`src/rtl/apb_demux_timeout.sv`:
```
// ----------------------------------------------------------------------------
// apb_demux_timeout
//   Registered APB demultiplexer. One upstream APB port is routed to one of
//   N_SLV downstream peripherals by address range. Unmapped addresses are
//   answered locally with an error, hung slaves are aborted after a
//   programmable number of ACCESS cycles, and error/timeout status is exposed
//   for the SoC control registers.
//
// Ports
//   clk_i, rst_ni            clock, asynchronous active-low reset
//   s_p*                     upstream APB slave port (from the AXI-to-APB bridge)
//   m_p*                     downstream APB master port (psel per slave, rest shared)
//   clr_status_i             synchronous clear of timeout_o and both counters
//   timeout_o                sticky flag: a timeout occurred since last clear
//   timeout_cnt_o            saturating count of timeouts
//   decerr_cnt_o             saturating count of decode errors
//
// state  | meaning
// -------+--------------------------------------------------------------
// IDLE   | waiting for an upstream SETUP phase
// SETUP  | downstream SETUP phase (psel=1, penable=0), timer loaded
// ACCESS | downstream ACCESS phase, waiting for pready or timer expiry
// RESP   | upstream pready with the registered response
// DECERR | upstream pready with pslverr for an unmapped address
// ----------------------------------------------------------------------------
module apb_demux_timeout #(
    parameter int unsigned N_SLV          = 2,
    parameter int unsigned ADDR_WIDTH     = 32,
    parameter int unsigned DATA_WIDTH     = 32,
    parameter logic [N_SLV-1:0][ADDR_WIDTH-1:0] ADDR_BEGIN = '0,
    parameter logic [N_SLV-1:0][ADDR_WIDTH-1:0] ADDR_END   = '0,
    parameter int unsigned TIMEOUT_CYCLES = 256
) (
    input  logic                        clk_i,
    input  logic                        rst_ni,
    input  logic                        s_psel_i,
    input  logic                        s_penable_i,
    input  logic                        s_pwrite_i,
    input  logic [ADDR_WIDTH-1:0]       s_paddr_i,
    input  logic [DATA_WIDTH-1:0]       s_pwdata_i,
    output logic [DATA_WIDTH-1:0]       s_prdata_o,
    output logic                        s_pready_o,
    output logic                        s_pslverr_o,
    output logic [N_SLV-1:0]            m_psel_o,
    output logic                        m_penable_o,
    output logic                        m_pwrite_o,
    output logic [ADDR_WIDTH-1:0]       m_paddr_o,
    output logic [DATA_WIDTH-1:0]       m_pwdata_o,
    input  logic [N_SLV*DATA_WIDTH-1:0] m_prdata_i,
    input  logic [N_SLV-1:0]            m_pready_i,
    input  logic [N_SLV-1:0]            m_pslverr_i,
    input  logic                        clr_status_i,
    output logic                        timeout_o,
    output logic [7:0]                  timeout_cnt_o,
    output logic [7:0]                  decerr_cnt_o
);

    localparam int unsigned IDX_W = (N_SLV > 1) ? $clog2(N_SLV) : 1;
    localparam int unsigned TMR_W = $clog2(TIMEOUT_CYCLES + 1);
    // Down-counter: loaded in SETUP so that ACCESS lasts at most
    // TIMEOUT_CYCLES cycles; expiry is the cycle it reads zero.
    localparam logic [TMR_W-1:0] TMR_LOAD = TMR_W'(TIMEOUT_CYCLES - 1);

    typedef enum logic [2:0] {
        ST_IDLE,
        ST_SETUP,
        ST_ACCESS,
        ST_RESP,
        ST_DECERR
    } state_t;

    state_t                  state_q, state_d;
    logic                    req;
    logic                    hit;
    logic [IDX_W-1:0]        hit_idx;
    logic [IDX_W-1:0]        idx_q;
    logic [ADDR_WIDTH-1:0]   addr_q;
    logic [DATA_WIDTH-1:0]   wdata_q;
    logic                    write_q;
    logic [TMR_W-1:0]        timer_q;
    logic [DATA_WIDTH-1:0]   rdata_q;
    logic                    err_q;
    logic                    sel_ready;
    logic                    sel_err;
    logic [DATA_WIDTH-1:0]   sel_rdata;
    logic                    ready_evt;
    logic                    timeout_evt;
    logic                    decerr_evt;

    assign req = s_psel_i & ~s_penable_i;

    // Address decode; scanning downwards lets the lowest index win on overlap.
    always_comb begin
        hit     = 1'b0;
        hit_idx = '0;
        for (int k = N_SLV - 1; k >= 0; k--) begin
            if ((s_paddr_i >= ADDR_BEGIN[k]) && (s_paddr_i <= ADDR_END[k])) begin
                hit     = 1'b1;
                hit_idx = IDX_W'(k);
            end
        end
    end

    // Response mux from the selected slave.
    always_comb begin
        sel_ready = 1'b0;
        sel_err   = 1'b0;
        sel_rdata = '0;
        for (int k = 0; k < N_SLV; k++) begin
            if (idx_q == IDX_W'(k)) begin
                sel_ready = m_pready_i[k];
                sel_err   = m_pslverr_i[k];
                sel_rdata = m_prdata_i[k*DATA_WIDTH +: DATA_WIDTH];
            end
        end
    end

    always_ff @(posedge clk_i or negedge rst_ni) begin
        if (!rst_ni) begin
            state_q <= ST_IDLE;
        end else begin
            state_q <= state_d;
        end
    end

    always_comb begin
        state_d     = state_q;
        ready_evt   = 1'b0;
        timeout_evt = 1'b0;
        decerr_evt  = 1'b0;
        case (state_q)
            ST_IDLE: begin
                if (req) begin
                    state_d = hit ? ST_SETUP : ST_DECERR;
                end
            end
            ST_SETUP: begin
                state_d = ST_ACCESS;
            end
            ST_ACCESS: begin
                // Ready in the expiry cycle still completes normally.
                if (sel_ready) begin
                    ready_evt = 1'b1;
                    state_d   = ST_RESP;
                end else if (timer_q == '0) begin
                    timeout_evt = 1'b1;
                    state_d     = ST_RESP;
                end
            end
            ST_RESP: begin
                state_d = ST_IDLE;
            end
            ST_DECERR: begin
                decerr_evt = 1'b1;
                state_d    = ST_IDLE;
            end
            default: begin
                state_d = ST_IDLE;
            end
        endcase
    end

    // Request capture, timer and response registers.
    always_ff @(posedge clk_i or negedge rst_ni) begin
        if (!rst_ni) begin
            idx_q   <= '0;
            addr_q  <= '0;
            wdata_q <= '0;
            write_q <= 1'b0;
            timer_q <= '0;
            rdata_q <= '0;
            err_q   <= 1'b0;
        end else begin
            if ((state_q == ST_IDLE) && req) begin
                idx_q   <= hit_idx;
                addr_q  <= s_paddr_i;
                wdata_q <= s_pwdata_i;
                write_q <= s_pwrite_i;
            end
            if (state_q == ST_SETUP) begin
                timer_q <= TMR_LOAD;
            end else if ((state_q == ST_ACCESS) && !sel_ready && (timer_q != '0)) begin
                timer_q <= timer_q - 1'b1;
            end
            if (ready_evt) begin
                rdata_q <= write_q ? '0 : sel_rdata;
                err_q   <= sel_err;
            end else if (timeout_evt) begin
                rdata_q <= '0;
                err_q   <= 1'b1;
            end
        end
    end

    // Status: an event coincident with a clear survives the clear.
    always_ff @(posedge clk_i or negedge rst_ni) begin
        if (!rst_ni) begin
            timeout_o     <= 1'b0;
            timeout_cnt_o <= '0;
            decerr_cnt_o  <= '0;
        end else if (clr_status_i) begin
            timeout_o     <= timeout_evt;
            timeout_cnt_o <= {7'd0, timeout_evt};
            decerr_cnt_o  <= {7'd0, decerr_evt};
        end else begin
            if (timeout_evt) begin
                timeout_o <= 1'b1;
                if (timeout_cnt_o != 8'hFF) begin
                    timeout_cnt_o <= timeout_cnt_o + 8'd1;
                end
            end
            if (decerr_evt && (decerr_cnt_o != 8'hFF)) begin
                decerr_cnt_o <= decerr_cnt_o + 8'd1;
            end
        end
    end

    always_comb begin
        m_psel_o = '0;
        if ((state_q == ST_SETUP) || (state_q == ST_ACCESS)) begin
            for (int k = 0; k < N_SLV; k++) begin
                m_psel_o[k] = (idx_q == IDX_W'(k));
            end
        end
    end

    assign m_penable_o = (state_q == ST_ACCESS);
    assign m_pwrite_o  = write_q;
    assign m_paddr_o   = addr_q;
    assign m_pwdata_o  = wdata_q;

    assign s_pready_o  = (state_q == ST_RESP) || (state_q == ST_DECERR);
    assign s_pslverr_o = ((state_q == ST_RESP) && err_q) || (state_q == ST_DECERR);
    assign s_prdata_o  = (state_q == ST_RESP) ? rdata_q : '0;

endmodule

```
`config.mk`:
```
export PLATFORM = sky130hd
export DESIGN_NAME = apb_demux_timeout
export DESIGN_NICKNAME = d
export VERILOG_FILES = /design/src/rtl/apb_demux_timeout.sv
export SDC_FILE = /design/constraint.sdc
export NUM_CORES = 1
export LEC_CHECK = 0
export BUFFER_PORTS_ARGS = -buffer_cell sky130_fd_sc_hd__buf_4
export CAP_MARGIN = 20
export CORE_UTILIZATION = 35
export CTS_BUF_LIST = sky130_fd_sc_hd__clkbuf_4 sky130_fd_sc_hd__clkbuf_8
export CTS_CLUSTER_SIZE = 10
export DETAILED_ROUTE_END_ITERATION = 6
export SKIP_LAST_GASP = 1
export SYNTH_ARGS = -nofsm -noshare
export SYNTH_HDL_FRONTEND = slang
export SYNTH_SLANG_ARGS = --single-unit
```
`constraint.sdc`:
```
create_clock -name clk_i -period 2.9 [get_ports clk_i]
set_input_delay 0 -clock clk_i [delete_from_list [all_inputs] [get_ports clk_i]]
set_output_delay 0 -clock clk_i [all_outputs]
set_load 0.01 [all_outputs]
```
* After elaboration in Yosys (flattened, before gate mapping)
Index checks and enable logic that the tools add are counted.
** Operators by class
- $lt $le $gt $ge :: 2
- Bitwise gates (word level) :: 2
- Mux-type cells :: 27
- $add $sub $neg :: 3
- Eq/ne operators :: 8
- Reduce and logical (&&, ||, !) cells :: 20
** Operator list (count)
- 2-to-1 mux 32 bit :: 4
- 2-to-1 mux 8 bit :: 5
- greater-or-equal comparator 32 x 1 -> 1 bit, second input constant :: 1
- less-or-equal comparator 32 x 1 -> 1 bit, second input constant :: 1
- 2-to-1 mux 9 bit :: 2
- adder 8 x 1 -> 8 bit, second input constant :: 2
- != test 8 bit, second input constant :: 2
- 2-to-1 mux 3 bit :: 4
- 2-to-1 mux 1 bit :: 11
- nonzero test 2 bit :: 5
- zero test 9 bit :: 1
- one-hot mux 3 bit (3 select lines) :: 1
- nonzero test 9 bit :: 1
- subtractor 9 x 1 -> 9 bit, second input constant :: 1
- == test 3 x 2 -> 1 bit, second input constant :: 2
- logical AND 1 bit :: 6
- AND reduction 2 bit :: 2
- == test 3 x 1 -> 1 bit, second input constant :: 1
- == test 3 bit, second input constant :: 1
- zero test 3 bit :: 1
- logical OR 1 bit :: 3
- != test 3 x 1 -> 1 bit, second input constant :: 1
- != test 2 bit, second input constant :: 1
- bitwise AND 1 bit :: 1
- other kinds (2) :: 2
** Storage, ports and cells
- Word-level logic and storage cells :: 72
- Output and inout port bits :: 119
- Register bits :: 127
- Input port bits :: 138

* Depth between registers and ports, before layout
Gate-level depths: netlist of the first run.
- Word-level depth :: 6
- Gate-level depth with buffers :: 7
- Depth with buffers taken out :: 6

* Worst setup path before layout of the first run
No wires, ideal clock.
- Path type :: register -> register
- Start :: register timer_q[5]
- End :: register rdata_q[10]
- Data required time :: 2.779 ns
- Clock period less this slack :: 2.083 ns
- Library setup time :: 0.121 ns
- Slack :: 0.817 ns
- Buffers on the path :: 1
- Arrival time :: 1.962 ns
- Cell stages (with the launch flop) :: 6
- Path through :: dfrtp_1 > or4_4 > o41ai_4 > nand2_4 > buf_6 > a22o_1
** Between the ends
- Cells in the longest elaborated chain, start to end :: 5
** RTL lines
- from (decl) :: RTL line 80 : logic [TMR_W-1:0] timer_q;
- from (signal assigned) :: RTL line 183 : timer_q <= timer_q - 1'b1;
- zero test 9 bit :: RTL line 145 : end else if (timer_q == '0) begin
- 2-to-1 mux 1 bit :: RTL line 145
- 2-to-1 mux 1 bit :: RTL line 142 : if (sel_ready) begin
- 2-to-1 mux 1 bit :: RTL line 131 : case (state_q)
- nonzero test 2 bit (no line)
- to (signal assigned) :: RTL line 186 : rdata_q <= write_q ? '0 : sel_rdata;
- to (decl) :: RTL line 81 : logic [DATA_WIDTH-1:0] rdata_q;
Every way passes these cells.
A chain may end at the register's enable or synchronous reset.

* Final worst setup path of the first run
- Start :: register timer_q[5]
- End :: register err_q
** Between the ends
- Cells in the longest elaborated chain, start to end :: 5
** RTL lines
- zero test 9 bit :: RTL line 145
- 2-to-1 mux 1 bit :: RTL line 145
- 2-to-1 mux 1 bit :: RTL line 142
- 2-to-1 mux 1 bit :: RTL line 131
- nonzero test 2 bit (no line)
- to (signal assigned) :: RTL line 187 : err_q <= sel_err;
- to (decl) :: RTL line 82 : logic err_q;
Every way passes these cells.

==> results of run 1 <==
## sequential cells by signal, indices dropped and copies added (netlist names)
name and cells:
decerr_cnt_o 8, err_q 1, m_paddr_o 32, m_pwdata_o 32, m_pwrite_o 1, rdata_q 32
state_q 3, timeout_cnt_o 8, timeout_o 1, timer_q 9
## power groups by stage
stage                     Clock [W]  Combinational [W]  Sequential (W)
after floorplan                   0            0.00108         0.00305
after global placement            0            0.00246         0.00286
after detailed placement          0            0.00249         0.00289
after CTS                   0.00166            0.00262         0.00288
after global routing        0.00174            0.00281         0.00299
final                       0.00161            0.00260         0.00289
## synth_stat cells (all sizes together) (2+ instances only)
cell    instances  area share (%)
a22o           32             5.1
nor2           11            0.76
buf            12             1.5
nor3            4            0.37
and3            3            0.34
dfrtp         127              58
nor4b           2            0.60
or3             7            0.80
nor3b           3            0.50
o211ai          3            0.41
nand4           5            0.57
or4             7             1.0
o31ai           5            0.69
inv             8            0.55
mux2i           5            0.92
o41ai           2            0.67
nor2b           2            0.23
o21ai           7            0.64
nand3           8            0.73
mux2           65              13
nor4           13             1.5
nand2b          5            0.57
a31oi           2            0.23
and2           32             3.7
nand2          13             1.0
a21oi          10            0.92
clkbuf         12            0.83
ha              3            0.69
a211oi          2            0.28
## per-stage QoR
stage	instance area (µm²)	total power [W]	hold WS (ns)	std cells
after floorplan	5450	0.00413	-0.296	424
after global placement	7320	0.00532	-0.0677	815
after detailed placement	7320	0.00538	-0.0658	815
after CTS	8780	0.00716	0.00515	951
after global routing	8780	0.00754	0.0167	951
final	8780	0.00710	0.0337	951
## worst max-delay path, stage by stage, from the launching register on
cell and delay, ns:
dfrtp_1 0.42, or4_4 0.59, o41a_1 0.48, nor2_1 0.22
o32a_1 0.19, dlygate4sd3_1 0.54
## cell families after synthesis
logic type               Yosys count  share of synthesized area [%]
multiplexers                      70                           14.3
other                              1                         0.0688
adder cells (fa/ha/maj)            3                          0.688
AO/OA/AOI/OAI                     68                           9.82
XOR/XNOR                           2                          0.321
buffers and inverters             32                           2.85
AND/OR/NAND/NOR                  121                           13.6
flip-flops                       127                           58.3
## layout make-up
type	instances	area (µm²)
clock buffer	18	248
inverter	8	30.0
multi-input combinational	265	2130
sequential	127	3180
timing repair buffer	331	2790
clock inverter	14	165
tap	188	235
fill	1227	6420
## worst max path at each step
stage	endpoint	startpoint	cells past startpoint
3_5_place_dp	timeout_cnt_o[3]	timer_q[0]	6
6_report	err_q	timer_q[5]	5
5_1_grt	err_q	timer_q[5]	5
3_3_place_gp	timeout_cnt_o[3]	timer_q[0]	6
2_1_floorplan	rdata_q[10]	timer_q[5]	5
4_1_cts	err_q	timer_q[5]	5
## layer usage
layer,vias to the layer above,share of wire (%),global-route usage [%]
met5,-,0,0
met4,0,2.3,8.12
met3,24,7.8,7.51
met2,178,49,34.2
met1,2305,41,23.2
li1,2204,-,-
## what timing repair did
| item | in CTS | in global routing |
|---|---|---|
| hold endpoints to repair | 245 | 0 |
| buffers inserted | 0 | 0 |
| setup endpoints to repair | 0 | 0 |
| hold buffers | 104 | 0 |
==> metrics.txt, run 1 <==
Final Skew=0.00917 ns; relative slew slack=54.1%; initial antenna violation count=0; CTS Buf Count=17; Initial Utilization=35.9%; Final Core Density=57.8%; Detailed Place HPWL=10.1 mm; std cell rows=45; Flop pwr share=40.7%; yosys warns=0; routed vias=4711; #FFs+latches synth=127; RSZ-0062 raised after global routing=false; Int Power=0.00484 W; commonest non-fill, non-tap cell in the layout=buf_4; cell chosen for the clock root=clkbuf_8; CTS tree=done; Area Overhead vs Synth=61.0%; CP Launch Type=register; asr flop ratio synth=100%; first-pass GRT wire length=25.3 mm; final hold violation count=0; Max Slew Vio Count=0; total grt overflow=0; Yosys cell types=52; crit end category=register; cell area after technology mapping=0.00545 mm²; layout cells sized above 1=43.8%; DRT Wirelength=15.6 mm; First-pass DRT Iterations=4; reg2reg end=err_q; Clk pwr share=22.7%; Die X=127 µm; Synth Area per Inst=12.9 µm²; Port Buffers=221; Worst Max-Slew Pin Slew=0.683 ns; H-tree levels=4; Top FF cell, synth=dfrtp_1; worst hold path type=input pin to register; Placer Congestion=0.767; antenna cells=0; Hold Crit Endpoint=state_q[0]; final period utilization=86.4%; cells on worst reg2reg path=5; Cell Pwr Density=809 mW/mm²; aggregate global-route resource usage=20.2%; final setup violation count=0; worst reg-to-reg setup slack=0.39 ns; Highest Clock Rate=0.399 GHz; most frequent cells in the layout=buf_4 (224), dfrtp_1 (127), dlygate4sd3_1 (103), mux2_2 (65); Resized cells post-CTS=0; critical path class=register to register; Seq/Total Area, Yosys=58.3%; Die ar.=0.0161 mm²; minimum clock period=2.51 ns; Core Area=0.0152 mm²; Hold Path Depth=3; status=finished, final reports clean; DRT antenna net count=0; Nets=891; die height=127 µm; crit-path max FO=6; VDD IR max=0.534 mV; # clock sinks=127; WL/cell=16.4 µm; R2R Path Start=timer_q[5]; CP required=3.27 ns; dpl ws=0.564 ns; Sw Pwr=0.00226 W; io pins=257; Post-Syn Instances=424; clock buffer depth=2; min-delay src=s_psel_i; largest net degree at the start of global routing=102; clk slew on worst S/H paths=0.08 ns; Vias/cell=4.95; Syn Nets=565; Combinational Power Share=36.6%; EDFF count, synth=0; Sw Ratio=31.8%; vias in the first global route=5042; drt drc=0; worst skew pair latency=0.44 ns; Lkg Pwr=4.07 nW; max cap viols=0; CP Data Arrival Time=2.88 ns; Post-Route Setup TNS=0 ns; Final WS setup=0.395 ns; 1st-iter DRT viols=145
No activity file was read; power rests on OpenSTA's default activity.
==> run 2: changes to the inputs <==
--- a/config.mk
+++ b/config.mk
@@ -11,6 +11,7 @@
 export CTS_BUF_LIST = sky130_fd_sc_hd__clkbuf_4 sky130_fd_sc_hd__clkbuf_8
 export CTS_CLUSTER_SIZE = 10
 export DETAILED_ROUTE_END_ITERATION = 6
+export REMOVE_ABC_BUFFERS = 1
 export SKIP_LAST_GASP = 1
 export SYNTH_ARGS = -nofsm -noshare
 export SYNTH_HDL_FRONTEND = slang
==> metrics.txt, run 2 (same netlist as run 1, synthesis figures left out) <==
status=finished, final reports clean; relative slew slack=34.0% (-20 points); DRT antenna net count=0 (unchanged); Cell Pwr Density=833 mW/mm² (+3.0%); cells on worst reg2reg path=5 (unchanged); RSZ-0062 raised after global routing=false; Port Buffers=221 (unchanged); FF+latch area=0.00318 mm² (unchanged); Worst Max-Slew Pin Slew=0.990 ns (+0.306 ns); std cell rows=45 (unchanged); max cap viols=0 (unchanged); CP required=3.27 ns (about the same); critical path class=register to register; commonest non-fill, non-tap cell in the layout=buf_4; clock buffer depth=2 (unchanged); cell chosen for the clock root=clkbuf_8; aggregate global-route resource usage=20.0% (-0.17 points); worst hold path type=input pin to asynchronous set/reset pin; met3 Usage GRT=7.21% (-0.30 points); Post-Route Setup TNS=0 ns (unchanged); most frequent cells in the layout=buf_4 (224), dfrtp_1 (127), dlygate4sd3_1 (104), mux2_2 (65); Max Slew Vio Count=0 (unchanged); Die X=127 µm (unchanged); Vias/cell=5.00 (+1.0%); grt peak-use layer=met2; minimum clock period=2.52 ns (+0.0173 ns); First-pass DRT Iterations=4 (unchanged); Final Skew=0.0117 ns (+0.00249 ns); CP endpoint=err_q; CTS Buf Count=17 (unchanged); Resized cells post-CTS=0 (unchanged); layout cells sized above 1=43.6% (-0.21 points); fin cells=950 (-0.11%); worst skew pair latency=0.44 ns (about the same); R2R Path Start=timer_q[5]; routed vias=4754 (+0.91%); first-pass GRT wire length=25.1 mm (-0.60%); crit end category=register; largest net degree at the start of global routing=73 (-28%); io pins=257 (unchanged); Initial Utilization=35.9% (unchanged); Highest Clock Rate=0.396 GHz (-0.69%); H-tree levels=4 (unchanged); antenna cells=0 (unchanged); final hold violation count=0 (unchanged); final period utilization=87.0% (+0.60 points); met1 usage=23.0% (-0.19 points); clk slew on worst S/H paths=0.07 ns (about the same); reg2reg end=err_q; Core Area=0.0152 mm² (unchanged); CTS tree=done; Area Overhead vs Synth=61.7%; vias in the first global route=5111 (+1.4%); area of the multi-input gates=0.00213 mm² (unchanged); crit-path max FO=6 (unchanged); Nets=890 (-0.11%); CP startpoint=timer_q[5]; # clock sinks=127 (unchanged); Detailed Place HPWL=10.0 mm (-0.83%); worst reg-to-reg setup slack=0.38 ns (-0.02 ns); 1st-iter DRT viols=246 (+70%); # fillers=1232 (+0.41%); Die ar.=0.0161 mm² (unchanged); Placer Congestion=0.749 (-2.3%); CP Data Arrival Time=2.89 ns (about the same); Setup Fix Bufs, Post-CTS=0 (unchanged); die height=127 µm (unchanged); VDD IR max=0.533 mV (-0.18%); final setup violation count=0 (unchanged); DRT Wirelength=15.8 mm (+0.86%); WL/cell=16.6 µm (+0.96%); total grt overflow=0 (unchanged); initial antenna violation count=0 (unchanged); drt drc=0 (unchanged); met2 Resource Use GR=34.3% (+0.13 points); Lkg Pwr=4.11 nW (+0.91%); Post-Place Cells=814 (-0.12%); CP Launch Type=register
run 2: report_power, final:
part           internal, W  switching (W)
combinational      0.00149        0.00110
sequential         0.00247       0.000427
clock              0.00114       0.000714
total              0.00510        0.00224
run 2: layer usage:
| layer | vias up | part of all wire, % |
|---|---|---|
| met5 | - | 0 |
| li1 | 2207 | - |
| met2 | 192 | 49 |
| met4 | 0 | 1.5 |
| met3 | 18 | 9.0 |
| met1 | 2337 | 40 |
run 2: cell type report:
| type | instances | area share (%) |
|---|---|---|
| multi-input cells | 265 | 24.2 |
| flip-flops and latches | 127 | 36.0 |
| clock inverters | 9 | 2.01 |
| repair buffers | 330 | 31.3 |
| inverters | 8 | 0.340 |
| well taps | 188 | 2.67 |
| clock buffers | 23 | 3.45 |
run 2: critical path, cell delays in order (launching register included):
cell           delay [ns]
dfrtp_1              0.42
or4_4                0.59
o41a_1               0.49
nor2_1               0.23
o32a_1               0.19
dlygate4sd3_1        0.54
run 2: metrics by stage:
stage          util (%)  total power (W)  hold WS, ns  worst slack, ns  instance area (µm²)
2_1_floorplan         -          0.00407       -0.296            -1.43                 5330
3_3_place_gp       48.0          0.00530        0.106            0.802                 7300
3_5_place_dp       48.0          0.00537        0.105            0.781                 7300
4_1_cts            58.0          0.00738        0.176            0.374                 8820
5_1_grt            58.0          0.00775        0.202            0.302                 8820
6_report           58.0          0.00734        0.167            0.377                 8820
run 2: worst min-delay path by stage:
stage | startpoint | end | slack [ns]
global placement | rst_ni | timeout_cnt_o[5] | 0.11
floorplan | rst_ni | decerr_cnt_o[0] | -0.30
finish | rst_ni | timeout_cnt_o[5] | 0.17
global route | rst_ni | timeout_cnt_o[5] | 0.20
CTS | rst_ni | timeout_cnt_o[5] | 0.18
detailed placement | rst_ni | timeout_cnt_o[5] | 0.11
run 2: timing repair:
item / in CTS / in global routing
setup endpoints to repair: 0 / 0
hold buffers: 104 / 0
hold endpoints to repair: 173 / 0
==> run 3: changes to the inputs <==
--- a/config.mk
+++ b/config.mk
@@ -5,8 +5,10 @@
 export SDC_FILE = /design/constraint.sdc
 export NUM_CORES = 1
 export LEC_CHECK = 0
+export ABC_AREA = 1
 export BUFFER_PORTS_ARGS = -buffer_cell sky130_fd_sc_hd__buf_4
 export CAP_MARGIN = 20
+export CORE_ASPECT_RATIO = 1.5
 export CORE_UTILIZATION = 35
 export CTS_BUF_LIST = sky130_fd_sc_hd__clkbuf_4 sky130_fd_sc_hd__clkbuf_8
 export CTS_CLUSTER_SIZE = 10
==> metrics.txt, run 3 <==
Port Buffers=221 (unchanged); worst hold path type=input pin to asynchronous set/reset pin; Setup Fix Bufs, Post-CTS=0 (unchanged); Top FF cell, synth=dfrtp_1; Nets=1053 (+18%); # fillers=1424 (+16%); final setup violation count=0 (unchanged); ranking of synthesized cells by area=dfrtp_1 (52%), mux2_4 (9.7%), o22ai_2 (6.2%), nand2_1 (5.4%), inv_1 (5.3%); RSZ-0062 raised after global routing=false; asr flop ratio synth=100% (unchanged); CTS Buf Count=17 (unchanged); synth cell count leaders=dfrtp_1 (127), nand2_1 (87), inv_1 (86), nor2_1 (77), mux2_4 (39); max cap viols=0 (unchanged); Post-Syn Instances=586 (+38%); cells on worst reg2reg path=12 (+7); DRT antenna net count=0 (unchanged); met1 usage=20.9% (-2.1 points); crit end category=register; initial antenna violation count=0 (unchanged); # clock sinks=127 (unchanged); status=finished, final reports clean; Area Overhead vs Synth=54.2%; final period utilization=87.8% (+0.78 points); total grt overflow=0 (unchanged); std cell rows=58 (+29%); Vias/cell=4.68 (-6.4%); Worst Max-Slew Pin Slew=0.994 ns (+0.00422 ns); DP Area=0.00788 mm² (+8.0%); R2R Path Start=timer_q[0]; crit-path max FO=34 (+28); CP Launch Type=register; relative slew slack=33.7% (-0.28 points); largest net degree at the start of global routing=54 (-26%); final hold violation count=0 (unchanged); Cell Pwr Density=811 mW/mm² (-2.5%); clock buffer depth=2 (unchanged); met2 Resource Use GR=36.2% (+1.9 points); clk slew on worst S/H paths=0.08 ns (about the same); Synth Area per Inst=10.4 µm² (-19%); DRT Wirelength=17.0 mm (+8.2%); die height=163 µm (+29%); worst reg-to-reg setup slack=0.35 ns (-0.02 ns); 1st-iter DRT viols=257 (+4.5%); Final Cell Area=0.00936 mm² (+6.1%); cell area after technology mapping=0.00607 mm² (+11%); CP Data Arrival Time=2.91 ns (+0.02 ns); Max Slew Vio Count=0 (unchanged); Final Skew=0.0111 ns (-0.000549 ns); most frequent cell after synthesis=dfrtp_1; Placer Congestion=0.786 (+5.0%); Detailed Place HPWL=11.3 mm (+13%); grt peak-use layer=met2; Lkg Pwr=4.75 nW (+16%); #FFs+latches synth=127 (unchanged); layout cells sized above 1=39.9% (-3.7 points); worst skew pair latency=0.45 ns (about the same); VDD IR max=0.492 mV (-7.6%); minimum clock period=2.55 ns (+0.0226 ns); Yosys cell types=35 (-33%); most frequent cells in the layout=buf_4 (223), dfrtp_1 (127), dlygate4sd3_1 (105), inv_1 (86), nand2_1 (86); drt drc=0 (unchanged); critical path class=register to register; met3 Usage GRT=4.87% (-2.3 points); cell chosen for the clock root=clkbuf_8; antenna cells=0 (unchanged); first-pass GRT wire length=27.1 mm (+8.0%); Seq/Total Area, Yosys=52.4% (-5.9 points); yosys warns=0 (unchanged); leading area contributor after synthesis=dfrtp_1; Post-Route Setup TNS=0 ns (unchanged); vias in the first global route=5662 (+11%); io pins=257 (unchanged); H-tree levels=4 (unchanged); reg2reg end=err_q; commonest non-fill, non-tap cell in the layout=buf_4; share of the synthesized area in the top cell type=52.4% (-5.9 points); routed vias=5317 (+12%); First-pass DRT Iterations=4 (unchanged); Core Area=0.0168 mm² (+11%); CTS tree=done; Die ar.=0.0179 mm² (+11%); Initial Utilization=36.0% (+0.17 points); CP required=3.27 ns (about the same); EDFF count, synth=0 (unchanged); aggregate global-route resource usage=19.8% (-0.25 points); Die X=110 µm (-14%); WL/cell=15.0 µm (-9.4%); Highest Clock Rate=0.393 GHz (-0.89%)
run 3: cell types whose count changed after synthesis, moves of 30 or more:
| cell | change |
|---|---|
| a22o_1 | -32 |
| inv_1 | +78 |
| nor2_1 | +66 |
| mux2_2 | -39 |
| mux2_4 | +39 |
| and2_1 | -32 |
| nand2_1 | +75 |
| o22ai_2 | +30 |
run 3: kinds of logic after synthesis:
kind of cell,Yosys count,synth area share (%)
DFF,127,52.4
AOI/OAI and AO/OA,57,8.64
adders and majority gates,3,0.619
buffers and inverters,113,8.39
and+or+nand+nor,219,15.3
other,1,0.0618
xor gates and xnor gates,1,0.144
muxes,65,14.5
run 3: worst max path at each step:
stage                          start       endpoint  slack [ns]  depth (start not counted)
after global routing      timer_q[0]          err_q        0.03                         12
final                     timer_q[0]          err_q        0.35                         12
after detailed placement  timer_q[0]          err_q        0.81                         11
after CTS                 timer_q[0]          err_q        0.24                         12
after floorplan           state_q[2]  m_paddr_o[24]       -0.11                          3
after global placement    timer_q[0]          err_q        0.82                         11
run 3: where the power goes:
part           leakage [nW]  internal (W)  total, W  switching (W)
clock                 0.203      0.000860   0.00164       0.000777
sequential             1.57       0.00252   0.00292       0.000399
combinational          2.97       0.00173   0.00304        0.00130
total                  4.75       0.00511   0.00759        0.00248
run 3: worst max-delay path: stages (launching register included):
cell	delay [ns]
dfrtp_1	0.38
inv_1	0.13
ha_1	0.18
inv_1	0.07
nor2_1	0.08
nand2_1	0.08
nor2_1	0.17
nand2_1	0.14
nand2_2	0.09
buf_6	0.33
o21ai_0	0.16
dlygate4sd3_1	0.58
o21ai_0	0.07
run 3: metal layers:
metal  vias to the layer above  routed length (µm)
met5                         -                   0
met4                         0                 472
met3                        35                 921
met2                       183                9200
met1                      2572                6460
li1                       2527                   -
run 3: through the flow:
| step | std cells | hold WS (ns) | total power (W) | worst slack [ns] | utilization (%) |
|---|---|---|---|---|---|
| 2_1_floorplan | 562 | -0.296 | 0.00458 | -0.110 | - |
| 6_report | 1135 | 0.151 | 0.00759 | 0.355 | 55.6 |
| 4_1_cts | 1135 | 0.157 | 0.00766 | 0.239 | 55.6 |
| 3_5_place_dp | 998 | 0.113 | 0.00585 | 0.805 | 46.8 |
| 3_3_place_gp | 998 | 0.100 | 0.00575 | 0.817 | 46.8 |
| 5_1_grt | 1135 | 0.203 | 0.00805 | 0.0331 | 55.6 |
run 3: cell type report:
| type | instances | area, µm² | area share [%] |
|---|---|---|---|
| Clock buffer | 17 | 234 | 2.50 |
| Clock inverter | 15 | 184 | 1.97 |
| Timing Repair Buffer | 331 | 2780 | 29.7 |
| Multi-Input combinational cell | 346 | 2390 | 25.5 |
| Inverter | 89 | 334 | 3.57 |
| Sequential cell | 127 | 3180 | 34.0 |
| Tap cell | 210 | 263 | 2.81 |
run 3: timing repair:
item,CTS,global route
hold buffers,105,0
resized for setup,0,1
hold endpoints to repair,159,0
setup endpoints to repair,0,1
